File: src/rtl/tone_sequencer.sv
// tone_sequencer: steps an 8-note tone_div ROM and applies an attack/sustain/release envelope to the PCM stream.
// Optional macro TONE_SEQ_REST_EN inserts REST_STEPS silent envelope steps between notes.
module tone_sequencer #(
    parameter int DIV_W         = 8,
    parameter int ENV_STEP_CYC  = 256,
    parameter int SUSTAIN_STEPS = 32,
    parameter int REST_STEPS    = 8
) (
    input  logic             clk,
    input  logic             rst_n,
    input  logic             start,
    input  logic             stop,
    input  logic             loop,
    input  logic [11:0]      pcm_in,
    output logic [11:0]      pcm_out,
    output logic [DIV_W-1:0] tone_div,
    output logic [2:0]       note_idx,
    output logic             busy,
    output logic             done
);
    localparam int SW = $clog2(ENV_STEP_CYC);
    localparam int UW = $clog2(SUSTAIN_STEPS + 1);
    localparam logic [SW-1:0] STEP_LAST = SW'(ENV_STEP_CYC - 1);
    localparam logic [UW-1:0] SUS_LAST = UW'(SUSTAIN_STEPS - 1);
    localparam logic [11:0] MID = 12'd2048;
    localparam logic [7:0] ROM [8] = '{8'd60, 8'd53, 8'd47, 8'd45, 8'd40, 8'd35, 8'd31, 8'd30};

    typedef enum logic [2:0] {
        IDLE, ATTACK, SUSTAIN, RELEASE, NEXT
`ifdef TONE_SEQ_REST_EN
        , REST
`endif
    } state_t;

    state_t state;
    logic [SW-1:0] step_cnt;
    logic [UW-1:0] sus_cnt;
    logic [4:0] env;
    logic stop_pending;
    logic strobe;
    logic signed [12:0] s;
    logic signed [18:0] p;
    logic signed [18:0] r;
    logic [11:0] gain_out;
`ifdef TONE_SEQ_REST_EN
    localparam int RW = $clog2(REST_STEPS + 1);
    localparam logic [RW-1:0] REST_LAST = RW'(REST_STEPS - 1);
    logic [RW-1:0] rest_cnt;
`endif

    assign strobe = step_cnt == STEP_LAST;
    assign s = $signed({1'b0, pcm_in}) - 13'sd2048;
    assign p = 19'(s) * 19'($signed({1'b0, env}));
    assign r = (p >>> 4) + 19'sd2048;
    assign gain_out = r[18] ? 12'd0 : (r > 19'sd4095) ? 12'd4095 : r[11:0];

    always_ff @(posedge clk or negedge rst_n) begin
        if (!rst_n) begin
            state        <= IDLE;
            step_cnt     <= '0;
            sus_cnt      <= '0;
            env          <= '0;
            stop_pending <= 1'b0;
            note_idx     <= '0;
            tone_div     <= DIV_W'(ROM[0]);
            pcm_out      <= MID;
            busy         <= 1'b0;
            done         <= 1'b0;
`ifdef TONE_SEQ_REST_EN
            rest_cnt     <= '0;
`endif
        end else begin
            done     <= 1'b0;
            pcm_out  <= (state == IDLE) ? MID : gain_out;
            // step timing restarts with every note so each note has the same length
            step_cnt <= (state == IDLE || state == NEXT || strobe) ? '0 : step_cnt + 1'b1;
            if (stop && state != IDLE) stop_pending <= 1'b1;
            case (state)
                IDLE: if (start) begin
                    state        <= ATTACK;
                    busy         <= 1'b1;
                    note_idx     <= '0;
                    tone_div     <= DIV_W'(ROM[0]);
                    env          <= '0;
                    stop_pending <= 1'b0;
                end
                ATTACK: if (stop || stop_pending) state <= RELEASE;
                else if (strobe) begin
                    env <= env + 1'b1;
                    if (env == 5'd15) begin
                        state   <= SUSTAIN;
                        sus_cnt <= '0;
                    end
                end
                SUSTAIN: if (stop || stop_pending) state <= RELEASE;
                else if (strobe) begin
                    sus_cnt <= sus_cnt + 1'b1;
                    if (sus_cnt == SUS_LAST) state <= RELEASE;
                end
                RELEASE: if (env == '0) state <= NEXT;
                else if (strobe) begin
                    env <= env - 1'b1;
                    if (env == 5'd1) state <= NEXT;
                end
                NEXT: if (stop_pending || (note_idx == 3'd7 && !loop)) begin
                    state        <= IDLE;
                    busy         <= 1'b0;
                    done         <= 1'b1;
                    note_idx     <= '0;
                    tone_div     <= DIV_W'(ROM[0]);
                    stop_pending <= 1'b0;
                end else begin
                    note_idx <= note_idx + 3'd1;
                    tone_div <= DIV_W'(ROM[note_idx + 3'd1]);
`ifdef TONE_SEQ_REST_EN
                    state    <= REST;
                    rest_cnt <= '0;
`else
                    state    <= ATTACK;
`endif
                end
`ifdef TONE_SEQ_REST_EN
                REST: if (stop || stop_pending) begin
                    state        <= IDLE;
                    busy         <= 1'b0;
                    done         <= 1'b1;
                    note_idx     <= '0;
                    tone_div     <= DIV_W'(ROM[0]);
                    stop_pending <= 1'b0;
                end else if (strobe) begin
                    rest_cnt <= rest_cnt + 1'b1;
                    if (rest_cnt == REST_LAST) state <= ATTACK;
                end
`endif
                default: state <= IDLE;
            endcase
        end
    end
endmodule

File: config.mk
export PLATFORM = sky130hd
export DESIGN_NAME = tone_sequencer
export DESIGN_NICKNAME = d
export VERILOG_FILES = /design/src/rtl/tone_sequencer.sv
export SDC_FILE = /design/constraint.sdc
export NUM_CORES = 1
export LEC_CHECK = 0
export CORE_UTILIZATION = 43
export CTS_BUF_LIST = sky130_fd_sc_hd__clkbuf_8
export CTS_CLUSTER_SIZE = 10
export DETAILED_ROUTE_END_ITERATION = 10
export GPL_TIMING_DRIVEN = 0
export HOLD_SLACK_MARGIN = 0.1
export SLEW_MARGIN = 30
export SYNTH_ARGS = -nofsm -noshare
export SYNTH_HDL_FRONTEND = slang
export SYNTH_SLANG_ARGS = --single-unit
export TNS_END_PERCENT = 1
File: constraint.sdc
create_clock -name clk -period 8.25 [get_ports clk]
set_input_delay 0.825 -clock clk [delete_from_list [all_inputs] [get_ports clk]]
set_output_delay 0.825 -clock clk [all_outputs]
set_load 0.05 [all_outputs]
; Yosys cells after proc, flatten, opt, wreduce, memory -nomap -nowiden
; Memories as Yosys holds them, arrays and structs flattened.
; Cells that the tools add are included.
[totals]
mem_bits_ro = 64
latchBits = 0
mem_count = 1
output_inout_bits = 25
mem_bits_rw = 0
input_bits = 17
elab_cells = 109
register_bits = 48
[classes]
div_mod_pow = 0
order_cmp = 2
n_shift = 0
muxes = 45
n_eq_ne = 24
n_mul = 1
n_bitwise = 1
n_reduce_logical = 18
addsub = 7
[memory_table]
columns = name, words, width, rd, rd_ports_with_merged_regs, write_ports, line_no
row1 = (no name shown), 8, 8, 1, 0, 0, 114  ; tone_div <= DIV_W'(ROM[note_idx + 3'd1]);
[ops]
columns = cell, count
row1 = $mux 8, 5
row2 = $mux 12, 3
row3 = $mux 3, 12
row4 = $mux 6, 5
row5 = $mux 5, 5
row6 = $mul 13x6->19, 1
row7 = $ne 3x3->1 const B, 6
row8 = $add 15x13->16 const B, 1
row9 = $gt 16x13->1 const B, 1
row10 = $ne 2x2->1 const B, 8
row11 = $pmux 8 s2, 1
row12 = $pmux 3 s5, 1
row13 = $pmux 5 s3, 1
row14 = $sub 12x12->13 const B, 1
row15 = $pmux 6 s2, 1
row16 = $reduce_and 6->1, 2
row17 = $add 8x1->8 const B, 1
row18 = $eq 8x8->1 const B, 1
row19 = $mux 1, 8
row20 = $reduce_and 7->1, 1
row21 = $add 6x1->6 const B, 1
row22 = $eq 3x2->1 const B, 2
row23 = $eq 3x3->1 const B, 2
row24 = $eq 6x5->1 const B, 1
row25 = other kinds (20), 27

; Depth between registers and ports, before layout
[depth]
ltp_word = 7
depth_mapped = 21
mapped_depth_nobuf = 18

; Worst setup path after synthesis
; OpenSTA, ideal clock, no wires.
[synth_timing]
kind = in2reg
from = in pcm_in[11]
to = reg pcm_out[10]
setup_ps = 126
path_stages = 19
t_required_ps = 8124
path_slack_ps = 3186
t_arrival_ps = 4938
path_buffers = 1
cell_sequence = or2b_1 fa_1 inv_1 fa_1 inv_1 fa_1 inv_1 ha_1 and2_1 and3_1 a221oi_2 o21ai_0 nor3_2 ha_1 nor2_1 a22oi_2 buf_4 o21ai_0 a21oi_2
[synth_via]
elab_chain_len = 7
[synth_lines]
columns = element, line_no
row1 = "start, declared", 14  ; input logic [11:0] pcm_in,
row2 = $sub 12x12->13 (*), 52  ; assign s = $signed({1'b0, pcm_in}) - 13'sd2048;
row3 = $mul 13x6->19 (*), 53  ; assign p = 19'(s) * 19'($signed({1'b0, env}));
row4 = $add 15x13->16 (*), 54  ; assign r = (p >>> 4) + 19'sd2048;
row5 = $gt 16x13->1, 55  ; assign gain_out = r[18] ? 12'd0 : (r > 19'sd4095) ? 12'd4095 : r[11:0];
row6 = $mux 12, 55
row7 = $mux 12 (*), 55
row8 = $mux 12 (*), 74  ; pcm_out <= (state == IDLE) ? MID : gain_out;
row9 = "end signal, assigned", 74
row10 = "end, declared", 15  ; output logic [11:0] pcm_out,
; Mark *: on every way between the ends. The rest lies on a longest branch, timed or not.
; A chain may end at the register's enable or synchronous reset.

; Final worst setup path
[layout_timing]
from = reg env[2]
to = reg pcm_out[1]
[layout_via]
elab_chain_len = 6
[layout_lines]
columns = element, line_no
row1 = "start, declared", 38  ; logic [4:0] env;
row2 = "start signal, assigned", 89  ; env <= env + 1'b1;
row3 = "start signal, assigned", 102  ; env <= env - 1'b1;
row4 = $mul 13x6->19 (*), 53
row5 = $add 15x13->16 (*), 54
row6 = $gt 16x13->1, 55
row7 = $mux 12, 55
row8 = $mux 12 (*), 55
row9 = $mux 12 (*), 74
; Marked as above.

==> flow_summary.ini <==
[clock_tree]
path_clk_slew_ns = 0.09
clockBufferDepth = 2
root_buffer = clkbuf_8
htreeDepth = 2
cts_made_buffers = 5
cts_post_setup_buffers_inserted = 0
ctsResizeCount = 0
postCtsHoldBufs = 0
clock_sinks = 46
cts_tree = yes
clkLatencyLatePin_ns = 0.30

[timing]
rsz0062_at_grt = false
setup-tns-final_ns = 0
drv_slew = 0
finalSetupViolations = 0
worst_clock_skew_ns = 0.005570
maxSlewHeadroom_pct = 58.24
worstMarginPinSlew_ns = 0.6199
min_period_ns = 5.668
fin_crit_sh_pct = 68.70
holdWs_ns = 0.4833
max_freq_mhz = 176.4
hold_violations = 0

[synth]
syn_area_um2 = 4848
synth_top_family_by_area = adder cells
synthAdderAreaFrac_pct = 27.05
synth_edf_count = 0
synthXorXnorAreaFrac_pct = 3.613
ys_seq_area_share_pct = 23.87
synthCells = 548
synthMuxAreaShare_pct = 1.781
synth.distinct_cells = 58
synthFlopType = dfrtp_1
synth_seq_cells = 46
yosys.area_share.simple_pct = 20.18
async_reset_ff_share_pct = 100.0
synth_warnings = 0
synth-compound-area-share_pct = 15.90
syn_avg_cell_area_um2 = 8.847

[die]
die_y_um = 108.2
pin_count = 42
start_util_pct = 44.34
core_um2 = 10940
die-area_um2 = 11700
die_w_um = 108.2
num_rows = 38

[placement]
dpl.hpwl_um = 8391
place_area_um2 = 5415
portBuffers = 39
gp_congestion = 0.8268

[detailed_routing]
vias = 3768
drtAntennaViolNets = 0
wl_met3_um = 260
routed_wl_um = 10410
drt_iter0_drc = 135
met1_length_um = 5021
routed-wl-met2_um = 5011
firstDrtPassIters = 4
post-route-drc-count = 0
vias_per_cell = 5.120
wl_per_cell_um = 14.14
top_layer_used = met4

[finish]
nNetsFinal = 694
antenna_cells = 0
layout_commonest_cell = inv_1
finalInstanceArea_um2 = 5525
final_cell_mix = inv_1 (75), and2_1 (53), nor2_1 (46), ha_1 (44), dfrtp_1 (41)
fillers = 1074
area_growth_pct = 13.96
seqCellArea_um2 = 1157
multi_input_area_um2 = 3329
final_layout_size_suffix_gt1_share_pct = 7.886
fin_util_pct = 50.53

[setup_path]
slowest_stage = fa_1
max_stage_delay_ns = 0.53
critical_path.top_delay_family = adder cells
cp.arrival_ns = 5.90
worstPathMaxFanout = 10
cp.required_ns = 8.48
worstSetupPathType = flop to flop
start_kind = flop
crit_buf_inv = 4
crit_path_end_kind = flop
crit_chain = clkbuf_1 > clkbuf_1 > and2_1 > fa_1 > fa_1 > inv_1 > fa_1 > inv_1 > ha_1 > o211ai_1 > a21oi_1 > o221ai_1 > a32oi_1 > xor2_1 > ha_1 > o21ai_2 > a21oi_2 > o21ai_0 > a21oi_2
cp_common_cell = fa_1

[global_route]
grt_first_pass_wirelength_um = 18150
grt.total_usage_pct = 19.58
grt_max_degree = 47
grt_pass1_vias = 3875
antenna_found_initial = 0
grt-ovfl-total = 0

[min_path]
hp-class = flop to flop

[power_and_ir_drop]
p_leak_nw = 2.718
ir_worst_vdd_mv = 0.1813
powerDensity_nw_per_um2 = 221.4
power_mw = 1.223

[status]
status = completed

[flow_run]
drv_cap = 0
-- worst paths after layout --
check / start / end / slack (ns) / cells past startpoint
max in group asynchronous: rst_n / pcm_out[11] / 7.34 / 1
min in group asynchronous: rst_n / tone_div[1] / 0.50 / 1
setup / recovery: env[2] / pcm_out[1] / 2.58 / 19
hold / removal: sus_cnt[5] / sus_cnt[5] / 0.48 / 1
setup reg to reg: env[2] / pcm_out[1] / 2.58 / 19
hold reg to reg: sus_cnt[5] / sus_cnt[5] / 0.48 / 1
-- layout make-up --
class	count	area share, %
clock buffers	5	1.245
well taps	140	3.170
flip-flops and latches	46	20.95
multi-input cells	411	60.26
inverters	74	5.027
plain buffers	18	1.585
clock inverters	3	0.7473
repair buffers	39	7.020
-- power by group --
part	total (mW)	internal (mW)	switching [mW]
Combinational	0.738	0.270	0.467
Clock	0.167	0.0892	0.0776
Sequential	0.318	0.285	0.0332
Total	1.22	0.645	0.578
-- cell families (layout without fill, tap and decap cells) --
family                     Yosys count  count (layout)
and+or+nand+nor                    184             184
AOI/OAI and AO/OA                  116             116
buffers and inverters               92             139
adders and majority gates           82              82
DFF                                 46              46
xor gates and xnor gates            20              20
muxes                                7               7
other                                1               2
-- per-layer routing --
metal / up-vias / track usage (%)
met5: - / 0
met3: 8 / 1.929
met1: 1796 / 26.02
met2: 54 / 33.89
li1: 1910 / -
met4: 0 / 5.088
-- registers in the layout, indices dropped and copies added, names as in the netlist --
register      flops
busy              1
done              1
env               5
note_idx          3
pcm_out          12
state             3
step_cnt          8
stop_pending      1
sus_cnt           6
tone_div          6
-- cells in the mapped netlist (8+ instances only) --
| master | number | area (µm²) |
|---|---|---|
| o21ai_0 | 27 | 135.1 |
| clkbuf_1 | 12 | 45.04 |
| xnor2_1 | 10 | 87.58 |
| a21oi_2 | 12 | 105.1 |
| inv_1 | 74 | 277.8 |
| nand2_1 | 26 | 97.59 |
| o31ai_1 | 8 | 60.06 |
| nand2b_1 | 8 | 50.05 |
| and2_1 | 53 | 331.6 |
| fa_1 | 38 | 760.7 |
| nand3_1 | 13 | 65.06 |
| a21oi_1 | 23 | 115.1 |
| ha_1 | 44 | 550.5 |
| dfrtp_1 | 41 | 1026 |
| nor2_1 | 46 | 172.7 |
| and3_1 | 10 | 62.56 |
| xor2_1 | 10 | 87.58 |
| o21ai_1 | 10 | 50.05 |
-- metrics by stage --
| step | setup slack (ns) | cells |
|---|---|---|
| global placement | 2.424 | 728 |
| finish | 2.582 | 736 |
| global route | 2.119 | 736 |
| CTS | 2.578 | 736 |
| floorplan | 3.186 | 549 |
| detailed placement | 2.310 | 728 |
Power figures use the tool's default switching activity.
==> RTL change 1 (same settings) <==
Build with the macro `TONE_SEQ_REST_EN` defined.
--- a/src/rtl/tone_sequencer.sv
+++ b/src/rtl/tone_sequencer.sv
@@ -1,4 +1,6 @@
 // tone_sequencer: steps an 8-note tone_div ROM and applies an attack/sustain/release envelope to the PCM stream.
 // Optional macro TONE_SEQ_REST_EN inserts REST_STEPS silent envelope steps between notes.
+`define TONE_SEQ_REST_EN
+
 module tone_sequencer #(
     parameter int DIV_W         = 8,
Formal check against the unedited RTL: no difference found for any inputs over 10 cycles, from zero or initial values and one cycle with rst_n low; that may be too few to reach the edited logic, so the function may still have changed.
==> RTL change 1 against the unedited design <==
- clock skew increased by 0.0028 ns
- cell area rose by 4.0%
- synthesized area up 4.5%
- sequential cell count up 4
- largest cell class unchanged
- global-route usage down 0.86 points
- via count grew 4.8%
- worst hold slack gained 0.011 ns
- wire length rose by 3.7%
- worst setup slack got worse by 0.35 ns
- count of clock-buffer cells in the layout is the same
- critical path depth unchanged
- non-clock buffer count up 1
Power is left out: the tool's default activity adds up to more than one toggle a clock period on the data nets, which glitch-free logic cannot reach.
==> RTL change 1: results (changes against the unedited design) <==
stage,metric,value,unit,change
grt,track_usage,18.7,%,-0.86 points
min_path,min-delay-start,step_cnt[0],,
drt,drt_pre_antenna_iters,4,,unchanged
cts,postCtsSetupBuffers,0,,unchanged
grt,grt_max_degree,51,,+8.5%
final_layout,stdcell_count,765,,+3.9%
cts,cts_buffers,5,,unchanged
place,place_congestion,0.805,,-2.6%
min_path,hold_class,flip-flop to flip-flop,,
worst_setup_path,slowest_delay,0.60,ns,+0.07 ns
drt,wire_per_inst,14.1,um,-0.25%
outcome,status,"complete, no violations",,
drt,drt_iter0_drc,216,,+60%
place,hpwl,8.74,mm,+4.1%
min_path,whs_endpoint,step_cnt[0],,
place,dp.cells,757,,+4.0%
yosys,yosysSeqAreaShare,24.8,%,+0.96 points
grt,grt_pass1_wl,18.9,mm,+4.0%
cts,clk_latency,0.30,ns,about the same
yosys,synth.distinct_cells,62,,+6.9%
worst_setup_path,crit_arrival,6.18,ns,+0.28 ns
worst_setup_path,crit_end,pcm_out[5],,
cts,cts_resized,0,,unchanged
final_layout,layout-drive-gt1-share,5.47,%,-2.4 points
worst_setup_path,worstPathMaxFanout,10,,unchanged
yosys,ys_top_cells_by_count,"inv_1 (73), and2_1 (51), dfrtp_1 (45), ha_1 (45), nor2_1 (42)",,
worst_setup_path,crit_slowest_cell,o311ai_0,,
drt,viasPerCell,5.16,,+0.81%
final_layout,antenna_cells,0,,unchanged
grt,grt_pass1_vias,4014,,+3.6%
grt,antenna_found_initial,0,,unchanged
sta,clock_skew,0.00841,ns,+0.00284 ns
yosys,ys.flop_type,dfrtp_1,,
yosys,avgSynthCellArea,8.82,um2,-0.27%
worst_setup_path,r2r_setup_slack,2.23,ns,-0.35 ns
yosys,yosysWarnings,0,,unchanged
final_layout,nNetsFinal,721,,+3.9%
sta,slew_headroom,47.4,%,-11 points
final_layout,reg.largest.list,"pcm_out x12, step_cnt x8",,
yosys,synthTopCellsByArea,"dfrtp_1 (22%), fa_1 (15%), ha_1 (11%)",,
worst_setup_path,ff2ff_path_depth,19,,unchanged
RTL change 1: cell types whose count changed in the layout (fill, tap and decap cells not counted), sizes merged, moves of 4 or more:
cell | unedited run | this run
nand2 | 26 | 39
a21oi | 35 | 24
o21ai | 40 | 47
and3 | 10 | 4
and4 | 4 | 0
dfrtp | 41 | 45
nor2 | 46 | 42
or3 | 1 | 5
RTL change 1: area by class of cell:
class / count / area, um2
Multi-Input combinational cell: 433 / 3460
Inverter: 73 / 274
Sequential cell: 50 / 1260
Tap cell: 143 / 179
Clock buffer: 5 / 68.8
Buffer: 19 / 80.1
Fill cell: 1086 / 5720
Timing Repair Buffer: 39 / 388
Clock inverter: 3 / 40.0
RTL change 1: critical path: cells and delay by family, from the launching register on:
family / cells / cell delay, ns
fa+ha+maj: 5 / 1.97
compound gates: 5 / 1.48
simple gates: 4 / 1.06
buf+inv: 5 / 1.00
flops: 1 / 0.35
RTL change 1: through the flow:
stage	setup WS, ns	utilization, %	hold WS, ns	area [um2]
after detailed placement	1.93	49.1	0.482	5640
after global routing	1.82	50.1	0.522	5740
after floorplan	2.91	-	0.447	5070
final	2.23	50.1	0.494	5740
after CTS	2.16	50.1	0.494	5740
after global placement	1.91	49.2	0.473	5640
RTL change 1: cell families (layout without fill, tap and decap cells):
logic type                 count (synthesis)  in the layout  synth area share (%)
AOI/OAI and AO/OA                        117            117                  15.2
xor gates and xnor gates                  22             22                  3.80
adders and majority gates                 83             83                  26.1
buffers and inverters                     92            139                  6.99
DFF                                       50             50                  24.8
muxes                                      7              7                  1.53
other                                      1              2                0.0740
and+or+nand+nor                          202            202                  21.4
RTL change 1: routing by layer:
layer / GRT usage, % / routed length (um)
met1: 24.1 / 5030
met2: 33.3 / 5360
met3: 2.25 / 273
met4: 4.62 / 127
met5: 0 / 0
==> RTL change 2 (same settings) <==
Without the edit above. Remove the register `pcm_out`: a continuous assignment takes its place, so the output `pcm_out` follows one clock earlier.
--- a/src/rtl/tone_sequencer.sv
+++ b/src/rtl/tone_sequencer.sv
@@ -64,5 +64,4 @@
             note_idx     <= '0;
             tone_div     <= DIV_W'(ROM[0]);
-            pcm_out      <= MID;
             busy         <= 1'b0;
             done         <= 1'b0;
@@ -72,5 +71,4 @@
         end else begin
             done     <= 1'b0;
-            pcm_out  <= (state == IDLE) ? MID : gain_out;
             // step timing restarts with every note so each note has the same length
             step_cnt <= (state == IDLE || state == NEXT || strobe) ? '0 : step_cnt + 1'b1;
@@ -137,4 +135,6 @@
         end
     end
+
+    assign pcm_out = (state == IDLE) ? MID : gain_out;
 endmodule
 
Check against the original RTL: same outputs for any inputs over 10 cycles, from zero or initial values and one cycle with rst_n low; that may be too few to reach the edited logic, so the function may still have changed.
==> RTL change 2 against the unedited design <==
- global-route usage is 0.56 points lower
- via count fell by 1.8%
- die area is 7.5% lower
- synthesized area shrank 7.6%
- worst setup slack got worse by 1.8 ns
- non-clock buffer count decreased by 1
- first-iteration DRC count grew 2.2%
- sequential cell count fell by 12
- register-to-register slack gained 3.3 ns
- cell area is 6.7% lower
- wire length is 8.8% lower
- synthesized cell count fell by 2.0%
- critical endpoint is now pcm_out[7]
Power is not shown: default switching activity piles up to over one toggle a cycle in this logic, so the estimate is an artifact.
==> RTL change 2: results (changes against the unedited design) <==
stage,metric,value,unit,change
cts,cts_buffers,5,,unchanged
worst_setup_path,crit_arrival,6.62,ns,+0.72 ns
drt,wire_per_inst,13.2,um,-6.6%
place,place_area,0.00506,mm2,-6.5%
yosys,yosysWarnings,0,,unchanged
cts,cts.path.max_buffers,2,,unchanged
place,place_congestion,0.772,,-6.6%
cts,htreeDepth,2,,unchanged
yosys,synthTopCellsByArea,"fa_1 (17%), dfrtp_1 (17%), ha_1 (12%)",,
final_layout,nFillCells,970,,-9.7%
sta,slew_headroom,66.4,%,+8.1 points
final_layout,reg.largest.list,"step_cnt x8, sus_cnt x6, tone_div x6",,
place,post-place-ws,0.800,ns,-1.51 ns
place,hpwl,7.88,mm,-6.1%
cts,postCtsSetupBuffers,0,,unchanged
yosys,syn_inst,537,,-2.0%
cts,cts-root-buf,clkbuf_8,,
run,maxCapViolCount,0,,unchanged
grt,antenna_found_initial,0,,unchanged
drt,drt_pre_antenna_iters,4,,unchanged
yosys,synth.distinct_cells,56,,-3.4%
worst_setup_path,crit_slowest_cell,clkdlybuf4s50_1,,
drt,drt_iter0_drc,138,,+2.2%
grt,grt_pass1_wl,17.4,mm,-4.3%
grt,grt_max_degree,19,,-60%
place,port-buffer-count,39,,unchanged
outcome,status,"complete, no violations",,
place,dp.cells,711,,-2.3%
drt,num_vias,3699,,-1.8%
grt,track_usage,19.0,%,-0.56 points
min_path,hold_class,primary input to asynchronous set/reset pin,,
yosys,yosysSeqAreaShare,19.1,%,-4.8 points
cts,cts_resized,0,,unchanged
yosys,ys.flop_type,dfrtp_1,,
worst_setup_path,slowest_delay,0.81,ns,+0.28 ns
final_layout,antenna_cells,0,,unchanged
drt,wl,9.49,mm,-8.8%
cts,clkTransAtPathRegs,0.07,ns,-0.02 ns
final_layout,nNetsFinal,684,,-1.4%
yosys,async_flop_share,100,%,unchanged
yosys,ys_top_cells_by_count,"inv_1 (74), and2_1 (49), ha_1 (44)",,
grt,grt_pass1_vias,3830,,-1.2%
final_layout,layout-drive-gt1-share,4.95,%,-2.9 points
sta,clock_skew,0.00836,ns,+0.00279 ns
worst_setup_path,worstPathMaxFanout,10,,unchanged
cts,clk_latency,0.29,ns,
[RTL change 2: kinds of logic (layout without fill, tap and decap cells)]
| group | after synthesis | count (layout) | share of synthesized area [%] |
|---|---|---|---|
| simple gates | 192 | 192 | 22.3 |
| compound gates | 115 | 115 | 16.7 |
| buf+inv | 90 | 138 | 7.73 |
| fa+ha+maj | 82 | 82 | 29.3 |
| flops | 34 | 34 | 19.1 |
| xor+xnor | 20 | 20 | 4.08 |
| mux | 3 | 3 | 0.726 |
| other cells | 1 | 2 | 0.0837 |
[RTL change 2: final timing paths]
path                            cells past startpoint     endpoint         from  slack (ns)
worst max-delay path                               19   pcm_out[7]   pcm_in[11]        0.80
worst min-delay path                                1  step_cnt[6]        rst_n        0.46
worst max register to register                     10   sus_cnt[5]       env[0]        5.89
worst min register to register                      1  step_cnt[0]  step_cnt[0]        0.48
max in group asynchronous                           2  tone_div[3]        rst_n        7.27
min in group clk                                    1  step_cnt[0]  step_cnt[0]        0.48
[RTL change 2: cell type report]
type	count	area, um2	share of cell area, %
clock buffers	6	82.6	1.60
clock inverters	2	8.76	0.170
multi-input cells	414	3280	63.7
repair buffers	40	413	8.01
flip-flops and latches	34	856	16.6
plain buffers	16	68.8	1.33
inverters	74	278	5.39
well taps	133	166	3.23
[RTL change 2: critical path, delay by kind of cell]
kind	cells	cell delay, ns
compound gates	4	0.85
fa+ha+maj	5	2.41
buf+inv	6	1.61
simple gates	4	0.93
[RTL change 2: layer usage]
metal | routed length (um) | GRT usage [%]
met2 | 4690 | 34.6
met3 | 202 | 1.88
met4 | 122 | 4.29
met1 | 4480 | 24.2
met5 | 0 | 0
